### src/rtl/pipe_pkg.sv
// Shared types and defaults for the pipeline hazard controller.
// Forwarding select codes, HI/LO occupancy states and the default mult/div latency.
package pipe_pkg;

    localparam int MD_LATENCY_DEFAULT = 32;
    localparam int WIDTH_DEFAULT      = 8;

    typedef enum logic [1:0] {
        FWD_RF  = 2'b00,
        FWD_WB  = 2'b01,
        FWD_MEM = 2'b10
    } fwd_sel_t;

    typedef enum logic {
        IDLE = 1'b0,
        BUSY = 1'b1
    } md_state_t;

    // Operand source for one Execute operand; the younger (MEM) producer wins.
    function automatic fwd_sel_t fwd_pick(
        input logic [4:0] src,
        input logic       en_m,
        input logic [4:0] dst_m,
        input logic       en_w,
        input logic [4:0] dst_w
    );
        if (en_m && (dst_m != 5'd0) && (dst_m == src))
            return FWD_MEM;
        else if (en_w && (dst_w != 5'd0) && (dst_w == src))
            return FWD_WB;
        else
            return FWD_RF;
    endfunction

endpackage

### src/rtl/pipe_hazard_ctrl_md_occupancy.sv
// HI/LO unit occupancy tracker: IDLE/BUSY FSM plus 8-bit down-counter.
// A start from Execute keeps the unit busy for exactly MD_LATENCY cycles
// after the start cycle; starts while busy are ignored.
module md_occupancy
    import pipe_pkg::*;
#(
    parameter int MD_LATENCY = MD_LATENCY_DEFAULT
) (
    input  logic clk_i,
    input  logic reset_i,
    input  logic md_start_i,
    output logic md_busy
);

    // Counter holds the number of busy cycles still to come after the current one.
    localparam logic [7:0] LOAD_VAL = 8'(MD_LATENCY - 1);

    md_state_t  r_state;
    logic [7:0] r_cnt;

    // Occupancy FSM and remaining-cycle counter; reset aborts any count in flight.
    always_ff @(posedge clk_i or posedge reset_i) begin
        if (reset_i) begin
            r_state <= IDLE;
            r_cnt   <= 8'd0;
        end else begin
            case (r_state)
                IDLE: begin
                    if (md_start_i) begin
                        r_state <= BUSY;
                        r_cnt   <= LOAD_VAL;
                    end
                end
                BUSY: begin
                    if (r_cnt == 8'd0) begin
                        r_state <= IDLE;
                    end else begin
                        r_cnt <= r_cnt - 8'd1;
                    end
                end
                default: begin
                    r_state <= IDLE;
                    r_cnt   <= 8'd0;
                end
            endcase
        end
    end

    assign md_busy = (r_state == BUSY);

endmodule

### src/rtl/pipe_hazard_ctrl.sv
// Pipeline hazard controller: operand forwarding, load-use / RAW stalls,
// HI/LO structural stall and taken-branch flush.
// Build option: define PIPE_FORWARDING_EN to enable forwarding; without it the
// forwarding selects stay at the register file and any RAW dependency on an
// EX or MEM producer stalls Decode instead.
module pipe_hazard_ctrl
    import pipe_pkg::*;
#(
    parameter int MD_LATENCY = MD_LATENCY_DEFAULT,
    parameter int WIDTH      = WIDTH_DEFAULT
) (
    input  logic       clk_i,
    input  logic       reset_i,
    input  logic [4:0] rs_addr_id5,
    input  logic [4:0] rt_addr_id5,
    input  logic [4:0] rs_addr_ie5,
    input  logic [4:0] rt_addr_ie5,
    input  logic [4:0] dst_reg_addr_ie5,
    input  logic       enable_wreg_ie,
    input  logic       mem_to_reg_ie,
    input  logic [4:0] dst_reg_addr_om5,
    input  logic       enable_wreg_om,
    input  logic [4:0] dst_reg_addr_ow5,
    input  logic       enable_wreg_ow,
    input  logic       branch_taken_om,
    input  logic       md_start_ie,
    input  logic       md_use_id,
    output logic       stall_f_o,
    output logic       stall_d_o,
    output logic       flush_d_o,
    output logic       flush_e_o,
    output logic [1:0] fwd_a_oe2,
    output logic [1:0] fwd_b_oe2,
    output logic       md_busy_o
);

    logic             w_md_busy;
    logic             w_load_use;
    logic             w_data_stall;
    logic             w_struct_stall;
    logic             w_stall;
    logic [WIDTH-1:0] w_unused_width;

    // Datapath width is carried for package consistency only.
    assign w_unused_width = '0;

    md_occupancy #(
        .MD_LATENCY (MD_LATENCY)
    ) u_md_occupancy (
        .clk_i      (clk_i),
        .reset_i    (reset_i),
        .md_start_i (md_start_ie),
        .md_busy    (w_md_busy)
    );

    assign md_busy_o = w_md_busy;

    // A load in Execute cannot forward in time for a dependent instruction in Decode.
    assign w_load_use = mem_to_reg_ie && (dst_reg_addr_ie5 != 5'd0) &&
                        ((dst_reg_addr_ie5 == rs_addr_id5) ||
                         (dst_reg_addr_ie5 == rt_addr_id5));

`ifdef PIPE_FORWARDING_EN

    logic w_unused_fwd;
    assign w_unused_fwd = enable_wreg_ie;

    // Operand selects for Execute, MEM producer first.
    always_comb begin
        fwd_a_oe2 = fwd_pick(rs_addr_ie5, enable_wreg_om, dst_reg_addr_om5,
                             enable_wreg_ow, dst_reg_addr_ow5);
        fwd_b_oe2 = fwd_pick(rt_addr_ie5, enable_wreg_om, dst_reg_addr_om5,
                             enable_wreg_ow, dst_reg_addr_ow5);
    end

    assign w_data_stall = w_load_use;

`else

    logic w_unused_fwd;
    logic w_raw_rs;
    logic w_raw_rt;

    // EX operand addresses and the WB producer do not matter without forwarding;
    // the register file writes before it reads.
    assign w_unused_fwd = ^{rs_addr_ie5, rt_addr_ie5, dst_reg_addr_ow5, enable_wreg_ow};

    // Any Decode source still in flight in EX or MEM must wait.
    always_comb begin
        fwd_a_oe2 = FWD_RF;
        fwd_b_oe2 = FWD_RF;
        w_raw_rs  = (rs_addr_id5 != 5'd0) &&
                    ((enable_wreg_ie && (dst_reg_addr_ie5 == rs_addr_id5)) ||
                     (enable_wreg_om && (dst_reg_addr_om5 == rs_addr_id5)));
        w_raw_rt  = (rt_addr_id5 != 5'd0) &&
                    ((enable_wreg_ie && (dst_reg_addr_ie5 == rt_addr_id5)) ||
                     (enable_wreg_om && (dst_reg_addr_om5 == rt_addr_id5)));
    end

    assign w_data_stall = w_load_use || w_raw_rs || w_raw_rt;

`endif

    // HI/LO reader or new mult/div must wait while the unit is occupied.
    assign w_struct_stall = w_md_busy && md_use_id;

    // Coincident hazards collapse into a single stall.
    assign w_stall = w_data_stall || w_struct_stall;

    // A taken branch squashes the younger instructions and overrides every stall.
    always_comb begin
        stall_f_o = w_stall && !branch_taken_om;
        stall_d_o = w_stall && !branch_taken_om;
        flush_d_o = branch_taken_om;
        flush_e_o = w_stall || branch_taken_om;
    end

endmodule

### config.mk
export PLATFORM = sky130hd
export DESIGN_NAME = pipe_hazard_ctrl
export DESIGN_NICKNAME = d
export VERILOG_FILES = /design/src/rtl/pipe_pkg.sv /design/src/rtl/pipe_hazard_ctrl_md_occupancy.sv /design/src/rtl/pipe_hazard_ctrl.sv
export SDC_FILE = /design/constraint.sdc
export NUM_CORES = 1
export LEC_CHECK = 0
export ABC_AREA = 1
export BUFFER_PORTS_ARGS = -buffer_cell sky130_fd_sc_hd__buf_4
export CORE_UTILIZATION = 48
export CTS_BUF_LIST = sky130_fd_sc_hd__clkbuf_4
export CTS_CLUSTER_DIAMETER = 40
export DETAILED_ROUTE_END_ITERATION = 10
export PLACE_DENSITY = 0.94
export SYNTH_ARGS = -nofsm -noshare
export SYNTH_HDL_FRONTEND = slang
export SYNTH_HIERARCHICAL = 1
export SYNTH_SLANG_ARGS = --single-unit
### constraint.sdc
create_clock -name clk_i -period 1.8 [get_ports clk_i]
set_input_delay 0 -clock clk_i [delete_from_list [all_inputs] [get_ports clk_i]]
set_output_delay 0 -clock clk_i [all_outputs]
set_load 0.05 [all_outputs]
-- Word level (Yosys, flattened, before mapping)
Cells that the tools add are included.
- add/sub/neg operators: 1
- equal/unequal tests: 6
- multiplexer cells: 6
- bitwise operators: 1
- reduce and logical (&&, ||, !) cells: 23
- operator list (cell ; number):
    == test 5 bit ; 4
    2-to-1 mux 8 bit ; 2
    one-hot mux 8 bit (2 select lines) ; 1
    nonzero test 5 bit ; 3
    logical AND 1 bit ; 10
    logical NOT 8 bit ; 1
    subtractor 8 x 1 -> 8 bit, second input constant ; 1
    logical OR 1 bit ; 7
    inequality test 2 bit, second input constant ; 2
    2-to-1 mux 1 bit ; 2
    one-hot mux 1 bit (2 select lines) ; 1
    AND reduction 2 bit ; 1
    logical NOT 1 bit ; 1
    NOT 1 bit ; 1
- bits in registers: 9
- output and inout bits: 9
- logic and storage cells: 39

-- Logic depth before layout (Yosys ltp)
Gate-level depths: netlist (run 1).
- depth in word-level cells: 8
- gate-level depth with buffers: 11

-- Modules after synthesis
The synthesis (run 1) kept the hierarchy.
- modules (own cells, without submodules) (module ; instances ; cells an instance ; area an instance (um^2) ; sequential area each (um^2)):
    md_occupancy ; 1 ; 85 ; 621.8 ; 225.2
    pipe_hazard_ctrl ; 1 ; 100 ; 471.7 ; 0.0

-- Least setup slack after synthesis (run 1)
No wires, ideal clock.
- path kind: reg-to-output
- from: register u_md_occupancy.r_state, in the netlist u_md_occupancy/md_busy
- to: output port stall_f_o
- arrival time: 1.652 ns
- data required time: 1.800 ns
- slack: 0.148 ns
- stages on the path, launching flop included: 8
- buffers on the path: 1
- path through: dfrtp_1 > nand2_1 > inv_1 > a21oi_2 > nand3_1 > nand2_1 > inv_1 > buf_4
- word-level cells in the longest chain between the ends: 3
- RTL lines (element ; line ; RTL):
    from (decl) ; pipe_hazard_ctrl_md_occupancy.sv:18 ; md_state_t r_state;
    from (signal assigned) ; pipe_hazard_ctrl_md_occupancy.sv:24 ; r_state <= IDLE;
    from (signal assigned) ; pipe_hazard_ctrl_md_occupancy.sv:30 ; r_state <= BUSY;
    from (signal assigned) ; pipe_hazard_ctrl_md_occupancy.sv:36 ; r_state <= IDLE;
    logical AND 1 bit ; pipe_hazard_ctrl.sv:105 ; assign w_struct_stall = w_md_busy && md_use_id;
    logical OR 1 bit ; pipe_hazard_ctrl.sv:108 ; assign w_stall = w_data_stall || w_struct_stall;
    logical AND 1 bit ; - ;
    to (decl) ; pipe_hazard_ctrl.sv:28 ; output logic stall_f_o,
No other way between the ends.

-- Worst setup path after layout (run 1)
- from: register u_md_occupancy.r_state, in the netlist u_md_occupancy/md_busy
- to: output port stall_d_o
- word-level cells in the longest chain between the ends: 3
- RTL lines (element ; line ; RTL):
    logical AND 1 bit ; pipe_hazard_ctrl.sv:105 ;
    logical OR 1 bit ; pipe_hazard_ctrl.sv:108 ;
    logical AND 1 bit ; pipe_hazard_ctrl.sv:113 ; stall_d_o = w_stall && !branch_taken_om;
    to (decl) ; pipe_hazard_ctrl.sv:29 ; output logic stall_d_o,
No other way between the ends.

==> results of run 1 <==
flip-flops by register name, indices dropped and copies added (netlist names):
name and count:
u_md_occupancy/r_cnt 8, u_md_occupancy/md_busy 1
placed cells by master, fill, tap and decap left out:
cell type / count
o22ai_1: 2
inv_1: 26
xor2_1: 3
nand2_8: 1
xnor2_1: 2
nor3_1: 5
a21oi_2: 1
nand2_1: 54
dfrtp_1: 9
nand4_1: 5
dlygate4sd3_1: 1
nor2_1: 16
nor2_2: 6
or2_2: 1
inv_2: 10
nor2_4: 2
ha_1: 2
o21ai_0: 8
a21oi_1: 1
nand2_2: 1
nand2_4: 3
o21ai_2: 1
buf_4: 32
nand3_1: 19
clkbuf_4: 4
conb_1: 4
critical path: cells and delay by family (launching register included):
| family | cells | cell delay [ps] |
|---|---|---|
| buf+inv | 3 | 280 |
| simple gates | 3 | 280 |
| compound gates | 1 | 120 |
| flops | 1 | 480 |
cells by family (layout without fill, tap and decap cells):
kind of cell / after synthesis / after routing / share of synthesized area
simple gates: 113 / 113 / 0.494
buf+inv: 42 / 73 / 0.165
compound gates: 13 / 13 / 0.0686
flops: 9 / 9 / 0.206
xor+xnor: 5 / 5 / 0.0401
fa+ha+maj: 2 / 2 / 0.0229
other cells: 1 / 4 / 0.00343
power breakdown:
| part | internal (mW) | leakage, nW | total [mW] | switching [mW] |
|---|---|---|---|---|
| clock network | 0.100 | 0.0184 | 0.167 | 0.0670 |
| logic | 0.0788 | 0.680 | 0.198 | 0.119 |
| registers | 0.202 | 0.101 | 0.202 | 0 |
| total | 0.381 | 0.799 | 0.568 | 0.186 |
routing by layer:
metal  wire length (um)  GRT usage  up-vias
met1               1150      0.279      519
met2               1210      0.401       43
met4                 42     0.0857        0
met5                  0          0        -
met3                127     0.0340        6
li1                   -          -      636
cells in the mapped netlist (2+ instances only):
cell     number  area (um2)
nor2_1       16        60.1
nand3_1      19        95.1
nand2_4       3        33.8
xnor2_1       2        17.5
nand4_1       5        31.3
inv_1        26        97.6
nor2_4        2        22.5
inv_2        10        37.5
buf_4         6        45.0
nor2_2        6        37.5
dfrtp_1       9         225
o22ai_1       2        12.5
o21ai_0       8        40.0
nand2_1      54         203
ha_1          2        25.0
xor2_1        3        26.3
nor3_1        5        25.0
worst paths after layout:
check                                                           end                                 from  depth (start not counted)  slack [ps]
worst max-delay path                                      stall_d_o     u_md_occupancy/md_busy$_DFF_PP0_                          7         380
worst min-delay path               u_md_occupancy/md_busy$_DFF_PP0_                          md_start_ie                          3          70
worst max register to register  u_md_occupancy/r_cnt[0]$_DFFE_PP0P_  u_md_occupancy/r_cnt[1]$_DFFE_PP0P_                          8         400
worst min register to register  u_md_occupancy/r_cnt[0]$_DFFE_PP0P_  u_md_occupancy/r_cnt[0]$_DFFE_PP0P_                          1         560
max in group asynchronous       u_md_occupancy/r_cnt[7]$_DFFE_PP0P_                              reset_i                          3        1280
min in group asynchronous       u_md_occupancy/r_cnt[3]$_DFFE_PP0P_                              reset_i                          3         270
final cells by class:
type / instances / area (um2)
clock buffers: 4 / 30.0
fillers: 183 / 668
inverters: 36 / 135
multi-input cells: 137 / 699
flip-flops and latches: 9 / 225
well taps: 27 / 33.8
repair buffers: 33 / 250
through the flow:
stage / total power [mW] / utilization
floorplan: 0.329 / -
global placement: 0.398 / 0.653
detailed placement: 0.402 / 0.653
CTS: 0.576 / 0.673
global route: 0.608 / 0.673
finish: 0.568 / 0.673
timing repair:
item | 4_1_cts | 5_1_grt
buffers inserted | 0 | 0
hold endpoints to repair | 9 | 0
setup endpoints to repair | 0 | 0
resized for setup | 0 | 0
hold buffers | 1 | 0
==> results.md, run 1 <==
* Largest net degree at the start of global routing at 10
* Final cycle utilization of the critical path at 0.788
* Power Density at 413 mW/mm2
* Number of flops mapped to enable cells by yosys at 0
* Drt first-iter violations at 39
* DRT Pass-1 Iters at 4
* Worst Hold Margin at 70.5 ps
* Post-DP HPWL at 2140 um
* Startpoint Class: flip-flop
* Drt total wl at 2530 um
* CTS tree: done
* Worst path arrival time at 1420 ps
* # setup viols final at 0
* Fin. Hold Viols at 0
* Crit path kind: reg -> out
* Place WS at 415 ps
* Tightest Hold Check Type: in -> reg
* Row count at 16
* Seq cells post-synth at 9
* Unique masters post-synth at 24
* Mapped Area at 0.00109 mm2
* Area grow syn2layout at 25.6%
* RSZ-0062 raised after global routing: false
* Synthesis Warnings at 6
* Seq/Total Area, Yosys at 0.206
* Ys flop type: dfrtp_1
* Die ar. at 0.00247 mm2
* Placed cells at 241
* Number of port buffers at 32
* Synth Instances at between 150 and 200
* Outcome: finished, final reports clean
* Antenna Cells at 0
* Number of routed nets with antenna violations at 0
* DRC Markers at 0
* Placed Area at around 0.0013 mm2
* # nets final at 266
* Share of cells above drive strength 1 at 0.283
* Clock Tree Buf Depth at 2
* Design area at approximately 0.0014 mm2
* Fin crit period at 1420 ps
* Clk pin slew, worst setup/hold paths at 60 ps
* Routed vias/inst at slightly below 5
* Layout Skew at 1.72 ps
* Max-slew violation count at 0
* H-tree Lvls at 1
* Core ar. at 0.00204 mm2
* DIE HEIGHT at 49.7 um
* Leakage Power at about 0.80 nW
* Post-Syn Area per Cell at 5.91 um2
* CTS Buf Count at 3
* Finished Layout Cells at between 200 and 250
* Overflow after GRT at 0
* CP Data Required Time at 1800 ps
* Peak supply drop at 267 uV
* Wire per inst at 10.3 um
* Fmax achieved at 705 MHz
* Vias in the first global route at 1108
* Max-Cap Viols at 0
* I/O Pins at 53
* Vias at 1204
* Global-route wire length before repair at about 4400 um
* Sink Count at 9
* Crit-path max cell delay at 480 ps
* Asr flop ratio synth at 1.00
* Root buffer cell: clkbuf_4
* Initial antenna violation count at 0
* Critical path, cell by cell: nand2_1 > inv_1 > a21oi_2 > nand3_1 > nand2_1 > inv_1 > buf_4
* Final worst slack at 381 ps
* Die W at 49.7 um
* Insertion delay to the later sink of the worst-skew pair at 260 ps
* Setup TNS at 0 ps
* GRT Total Usage at 0.229
* CP endpoint kind: output port
* Gpl congestion at 0.909
* CP max stage cell: dfrtp_1
* CP Max Fanout at 7
* Effective utilization at floorplan at 0.536
(Power assumes the default switching activity.)
==> inputs of run 2 (changes only) <==
--- a/config.mk
+++ b/config.mk
@@ -7,11 +7,11 @@
 export LEC_CHECK = 0
 export ABC_AREA = 1
 export BUFFER_PORTS_ARGS = -buffer_cell sky130_fd_sc_hd__buf_4
-export CORE_UTILIZATION = 48
+export CORE_UTILIZATION = 43
 export CTS_BUF_LIST = sky130_fd_sc_hd__clkbuf_4
 export CTS_CLUSTER_DIAMETER = 40
 export DETAILED_ROUTE_END_ITERATION = 10
-export PLACE_DENSITY = 0.94
+export PLACE_DENSITY = 0.89
 export SYNTH_ARGS = -nofsm -noshare
 export SYNTH_HDL_FRONTEND = slang
 export SYNTH_HIERARCHICAL = 1
==> constraint.sdc (replaced) <==
create_clock -name clk_i -period 1.3 [get_ports clk_i]
set_input_delay 0 -clock clk_i [delete_from_list [all_inputs] [get_ports clk_i]]
set_output_delay 0 -clock clk_i [all_outputs]
set_load 0.05 [all_outputs]
==> run 2 against run 1 <==
  * The run now ends with negative setup slack left
  * Cell count increased by 3.7%
  * Combinational power up 44%
  * Design area rose by 9.4%
  * Clock-buffer cell count stayed put
  * Sequential power increased by 39%
  * Die area increased by 11%
  * Register-to-register slack worse by 380 ps
  * Worst setup slack worse by 400 ps
  * Clock power up 49%
  * First-iteration DRC count down 7.7%
  * Largest power group is now combinational logic
==> results.md, run 2 (synthesized netlist as in run 1, its figures left out) <==
* Sw Share at 0.340 (was 0.328)
* I/O Pins at 53 (unchanged)
* Worst Hold Margin at 57.9 ps (was 70.5 ps)
* Overflow after GRT at 0 (unchanged)
* Failing checks: negative setup slack
* CTS Buf Count at 3 (unchanged)
* CP Max Fanout at 2 (was 7)
* R2R Path Start: u_md_occupancy/r_cnt[0]$_DFFE_PP0P_ (was u_md_occupancy/r_cnt[1]$_DFFE_PP0P_)
* Max reg flops at 8 (unchanged)
* Fin. Hold Viols at 0 (unchanged)
* Number of routed nets with antenna violations at 0 (unchanged)
* Clock Tree Buf Depth at 2 (unchanged)
* Share of cells above drive strength 1 at 0.370 (was 0.283)
* Commonest cells after routing, fill and taps aside: nand2_1, buf_4, inv_1, nand3_1, nor2_1 (unchanged)
* Multi-input gate area at 747 um2 (was 699 um2)
* H-tree Lvls at 1 (unchanged)
* Worst path arrival time at 1320 ps (was 1420 ps)
* Initial antenna violation count at 0 (unchanged)
* P_int at 0.539 mW (was 0.381 mW)
* Placed Area at 0.00136 mm2 (was 0.00133 mm2)
* Max-Cap Viols at 0 (unchanged)
* Most common cell after layout, fill and taps aside: nand2_1 (unchanged)
* Reg power frac at 0.343 (was 0.356)
* Drt first-iter violations at 36 (was 39)
* Fmax achieved at 757 MHz
* Insertion delay to the later sink of the worst-skew pair at 270 ps (was 260 ps)
* Post-DP HPWL at 2050 um (was 2140 um)
* Clock Power Share at 0.306 (was 0.295)
* Routed vias/inst at 4.94 (was 4.89)
* Crit path kind: reg -> out (unchanged)
* RR Endpoint: u_md_occupancy/r_cnt[1]$_DFFE_PP0P_ (was u_md_occupancy/r_cnt[0]$_DFFE_PP0P_)
* Sink Count at 9 (unchanged)
* Final worst slack at -21.8 ps (was 381 ps)
* Internal reg-to-reg setup slack at 20 ps (was 400 ps)
* Wire per inst at 10.4 um (was 10.3 um)
* Antenna Cells at 0 (unchanged)
* Largest Register: u_md_occupancy/r_cnt (unchanged)
* Vias in the first global route at 1133 (was 1108)
* DIE HEIGHT at 52.4 um (was 49.7 um)
* Number of port buffers at 32 (unchanged)
* Vias at 1260 (was 1204)
* Peak supply drop at 435 uV (was 267 uV)
* Crit path launch: u_md_occupancy/md_busy$_DFF_PP0_ (unchanged)
* Leakage Power at 0.833 nW (was 0.799 nW)
* Final core utilization at 0.654 (was 0.673)
* # setup viols final at 2 (was 0)
* Critical Path End: stall_d_o (unchanged)
* RSZ-0062 raised after global routing: true (was false)
* Root buffer cell: clkbuf_4 (unchanged)
* Row count at 17 (was 16)
* Placed cells at 245 (was 241)
* Layout Skew at 4.23 ps (was 1.72 ps)
* DRC Markers at 0 (unchanged)
* Total net switching power at 0.277 mW (was 0.186 mW)
* Clk pin slew, worst setup/hold paths at 60 ps (about the same)
* Area grow syn2layout at 37.4% (was 25.6%)
* Core ar. at 0.00230 mm2 (was 0.00204 mm2)
* Design Power at 0.816 mW (was 0.568 mW)
* DRT Pass-1 Iters at 5 (was 4)
* Finished Layout Cells at 255 (was 246)
* Effective utilization at floorplan at 0.476 (was 0.536)
* CP Data Required Time at 1300 ps (was 1800 ps)
* Fin crit period at 1320 ps
* Die W at 52.4 um (was 49.7 um)
* CTS tree: done (unchanged)
* Die ar. at 0.00275 mm2 (was 0.00247 mm2)
* Startpoint Class: flip-flop (unchanged)
* Drt total wl at 2660 um (was 2530 um)
* Fill count at 188 (was 183)
* Design area at 0.00150 mm2 (was 0.00137 mm2)
* CP endpoint kind: output port (unchanged)
* Max-slew violation count at 0 (unchanged)
* Reg2Reg Depth at 9 (was 8)
* Sequential cell area at 226 um2 (was 225 um2)
* # nets final at 274 (was 266)
* Largest net degree at the start of global routing at 10 (unchanged)
* GRT Total Usage at 0.225 (was 0.229)
* Outcome: complete, but fails checks (was finished, final reports clean)
* Global-route wire length before repair at 4590 um (was 4350 um)
* Gpl congestion at 0.875 (was 0.909)
* Comb pwr share at 0.351 (was 0.349)
* Final cycle utilization of the critical path at 1.02
* Power Density at 543 mW/mm2 (was 413 mW/mm2)
* Tightest Hold Check Type: in -> reg (unchanged)
==> run 2: changes by cell type in the layout (fill, tap and decap cells not counted), moves of 2 or more <==
cell     previous run  this run
nand2_1            54        49
ha_1                2         0
inv_1              26        22
buf_4              32        37
buf_6               0         2
nand2_2             1         6
inv_2              10        13
==> run 2: how the worst min path moves through the flow <==
stage / start / to / cells after the start
floorplan: reset_i / u_md_occupancy/r_cnt[0]$_DFFE_PP0P_ / 1
detailed placement: reset_i / u_md_occupancy/r_cnt[2]$_DFFE_PP0P_ / 2
global route: md_start_ie / u_md_occupancy/md_busy$_DFF_PP0_ / 3
global placement: reset_i / u_md_occupancy/r_cnt[2]$_DFFE_PP0P_ / 2
CTS: md_start_ie / u_md_occupancy/md_busy$_DFF_PP0_ / 3
finish: md_start_ie / u_md_occupancy/md_busy$_DFF_PP0_ / 3
==> run 2: timing repair <==
action	in CTS	in global routing
pin swaps	6	1
endpoints found under the setup margin	10	9
buffers inserted	1	4
cloned	0	0
endpoints found under the hold margin	9	0
resized for setup	11	8
hold buffers	1	0
==> run 2: area by class of cell <==
cell class              count  share of cell area
multi-input cells         137               0.497
repair buffers             41               0.216
flip-flops and latches      9               0.151
inverters                  36              0.0924
well taps                  28              0.0233
clock buffers               4              0.0200
==> run 2: worst max-delay path, cell delays in order (launching register included) <==
cell and delay [ps]:
dfrtp_2 400, nand2_1 50, inv_1 40, a21oi_2 110
nand3_1 90, nand2_2 90, clkinvlp_4 100, buf_6 160
==> run 2: routing by layer <==
layer / GRT usage / up-vias / wire, um
li1: - / 654 / -
met1: 0.273 / 550 / 1160
met2: 0.365 / 47 / 1260
met3: 0.0638 / 9 / 178
met4: 0.101 / 0 / 63
met5: 0 / - / 0
==> run 2: power groups by stage <==
| stage | sequential, mW | clock, mW | combinational [mW] |
|---|---|---|---|
| global route | 0.280 | 0.262 | 0.315 |
| floorplan | 0.285 | 0 | 0.176 |
| global placement | 0.285 | 0 | 0.268 |
| detailed placement | 0.285 | 0 | 0.270 |
| CTS | 0.280 | 0.259 | 0.279 |
| finish | 0.280 | 0.249 | 0.286 |
==> run 2: metrics by stage <==
stage	setup TNS, ps	worst slack (ps)
5_1_grt	-477	-92.9
6_report	-39.6	-21.8
3_5_place_dp	-107	-25.7
3_3_place_gp	0	1.06
4_1_cts	-61.1	-30.8
2_1_floorplan	-155	-155
==> inputs of run 3 (changes only) <==
--- a/config.mk
+++ b/config.mk
@@ -11,6 +11,7 @@
 export CTS_BUF_LIST = sky130_fd_sc_hd__clkbuf_4
 export CTS_CLUSTER_DIAMETER = 40
 export DETAILED_ROUTE_END_ITERATION = 10
+export GPL_TIMING_DRIVEN = 0
 export PLACE_DENSITY = 0.89
 export SYNTH_ARGS = -nofsm -noshare
 export SYNTH_HDL_FRONTEND = slang
==> run 3 against run 2 <==
  * The flow still finishes with violations (negative setup slack)
  * Via count increased by 0.24%
  * Critical endpoint is now stall_f_o
  * Critical path type unchanged
  * Hold slack improved by 17 ps
  * Clock-buffer cell count unchanged
  * Sequential share of layout area increased by 0.063 points
  * Clock power about the same
  * Highest routed layer unchanged
  * Worst setup slack got worse by 91 ps
  * Power increased by 2.0%
  * Largest power group unchanged
==> results.md, run 3 (synthesized netlist as in run 1, its figures left out) <==
* # nets final at 275 (was 274)
* Fmax achieved at 708 MHz (was 757 MHz)
* R2R Path Start: u_md_occupancy/r_cnt[0]$_DFFE_PP0P_ (unchanged)
* Sink Count at 9 (unchanged)
* Final worst slack at -113 ps (was -21.8 ps)
* Largest Register: u_md_occupancy/r_cnt (unchanged)
* Crit path kind: reg -> out (unchanged)
* Gpl congestion at 0.866 (was 0.875)
* Placed Area at 0.00139 mm2 (was 0.00136 mm2)
* Internal reg-to-reg setup slack at -10 ps (was 20 ps)
* CP endpoint kind: output port (unchanged)
* Number of routed nets with antenna violations at 0 (unchanged)
* Overflow after GRT at 0 (unchanged)
* Die ar. at 0.00275 mm2 (unchanged)
* Clock Tree Buf Depth at 2 (unchanged)
* P_int at 0.548 mW (was 0.539 mW)
* Failing checks: negative setup slack (unchanged)
* Reg power frac at 0.336 (was 0.343)
* CP Max Fanout at 2 (unchanged)
* Commonest cells after routing, fill and taps aside: nand2_1, buf_4, inv_1, nand3_1, nor2_1 (unchanged)
* I/O Pins at 53 (unchanged)
* Hold Path Origin: md_start_ie (unchanged)
* Leakage Power at 0.840 nW (was 0.833 nW)
* Final cycle utilization of the critical path at 1.09 (was 1.02)
* Most common cell after layout, fill and taps aside: nand2_1 (unchanged)
* CTS tree: done (unchanged)
* Effective utilization at floorplan at 0.476 (unchanged)
* Fin crit period at 1410 ps (was 1320 ps)
* Max-Cap Viols at 0 (unchanged)
* Hold depth at 3 (unchanged)
* CP Data Required Time at 1300 ps (about the same)
* Worst hold endpoint: u_md_occupancy/md_busy$_DFF_PP0_ (unchanged)
* Power Density at 556 mW/mm2 (was 543 mW/mm2)
* Global-route wire length before repair at 4870 um (was 4590 um)
* Comb pwr share at 0.360 (was 0.351)
* Max-slew violation count at 0 (unchanged)
* Sw Share at 0.342 (was 0.340)
* Wire per inst at 10.9 um (was 10.4 um)
* Share of cells above drive strength 1 at 0.368 (was 0.370)
* Area grow syn2layout at 36.8% (was 37.4%)
* DIE HEIGHT at 52.4 um (unchanged)
* Worst path arrival time at 1410 ps (was 1320 ps)
* Outcome: complete, but fails checks (unchanged)
* Drt first-iter violations at 20 (was 36)
* RR Endpoint: u_md_occupancy/r_cnt[1]$_DFFE_PP0P_ (unchanged)
* Root buffer cell: clkbuf_4 (unchanged)
* Max reg flops at 8 (unchanged)
* Routed vias/inst at 4.93 (was 4.94)
* Antenna Cells at 0 (unchanged)
* Layout Skew at 6.98 ps (was 4.23 ps)
* Fill count at 204 (was 188)
* GRT Total Usage at 0.240 (was 0.225)
* Core ar. at 0.00230 mm2 (unchanged)
* Startpoint Class: flip-flop (unchanged)
* Largest net degree at the start of global routing at 10 (unchanged)
* Initial antenna violation count at 0 (unchanged)
* Row count at 17 (unchanged)
* Worst Hold Margin at 74.9 ps (was 57.9 ps)
* Vias at 1263 (was 1260)
* Tightest Hold Check Type: in -> reg (unchanged)
* # setup viols final at 4 (was 2)
* Die W at 52.4 um (unchanged)
* Peak supply drop at 547 uV (was 435 uV)
* RSZ-0062 raised after global routing: true (unchanged)
* Clock Power Share at 0.303 (was 0.306)
* DRT Pass-1 Iters at 4 (was 5)
* Reg2Reg Depth at 9 (unchanged)
* Number of port buffers at 32 (unchanged)
* DRC Markers at 0 (unchanged)
* Clk pin slew, worst setup/hold paths at 60 ps (about the same)
* Drt total wl at 2790 um (was 2660 um)
* Total net switching power at 0.284 mW (was 0.277 mW)
* Vias in the first global route at 1172 (was 1133)
* CTS Buf Count at 3 (unchanged)
* H-tree Lvls at 1 (unchanged)
* Post-DP HPWL at 2220 um (was 2050 um)
* Insertion delay to the later sink of the worst-skew pair at 280 ps (was 270 ps)
* Fin. Hold Viols at 0 (unchanged)
* Design area at 0.00150 mm2 (about the same)
run 3: layout make-up:
| type | instances | area [um2] | area share |
|---|---|---|---|
| buffer | 6 | 52.6 | 0.0351 |
| clock buffer | 4 | 30.0 | 0.0201 |
| inverter | 36 | 139 | 0.0928 |
| multi-input combinational | 137 | 737 | 0.492 |
| sequential | 9 | 226 | 0.151 |
| tap | 28 | 35.0 | 0.0234 |
| timing repair buffer | 36 | 277 | 0.185 |
run 3: worst max path at each step:
stage / from / endpoint / cells after the start
CTS: u_md_occupancy/md_busy$_DFF_PP0_ / stall_f_o / 8
global route: u_md_occupancy/md_busy$_DFF_PP0_ / stall_f_o / 8
finish: u_md_occupancy/md_busy$_DFF_PP0_ / stall_f_o / 8
detailed placement: u_md_occupancy/r_cnt[1]$_DFFE_PP0P_ / u_md_occupancy/r_cnt[2]$_DFFE_PP0P_ / 9
floorplan: u_md_occupancy/md_busy$_DFF_PP0_ / stall_f_o / 7
global placement: u_md_occupancy/r_cnt[1]$_DFFE_PP0P_ / u_md_occupancy/r_cnt[1]$_DFFE_PP0P_ / 9
run 3: power groups by stage:
stage	logic, mW	registers [mW]	clock network [mW]
finish	0.300	0.280	0.252
CTS	0.299	0.280	0.257
global route	0.329	0.280	0.275
floorplan	0.176	0.285	0
detailed placement	0.292	0.285	0
global placement	0.287	0.285	0
run 3: per-layer routing:
layer | up-vias | part of all wire | track usage
met5 | - | 0 | 0
met4 | 0 | 0.030 | 0.0833
met3 | 11 | 0.058 | 0.0725
met2 | 48 | 0.47 | 0.384
met1 | 558 | 0.44 | 0.301
li1 | 646 | - | -
run 3: stage by stage:
stage	setup slack, ps	setup TNS (ps)	power, mW	std cells	util
2_1_floorplan	-155	-155	0.461	188	-
3_3_place_gp	-37.9	-143	0.572	248	0.606
3_5_place_dp	-127	-789	0.577	248	0.606
4_1_cts	-130	-198	0.836	256	0.645
5_1_grt	-218	-637	0.883	256	0.651
6_report	-113	-174	0.832	256	0.651
run 3: what timing repair did:
action,4_1_cts,5_1_grt
hold endpoints to repair,9,0
gates resized for setup,9,7
endpoints found under the setup margin,11,10
cloned,0,0
setup buffers,3,0
hold buffers,1,0
pin swaps,6,3
run 3: worst max-delay path, stage by stage (launching register included):
cell,delay [ps]
dfrtp_2,400
nand2_1,50
inv_1,40
a21oi_2,110
nand3_1,100
nand2_2,90
clkinvlp_4,100
buf_8,120
buf_6,140
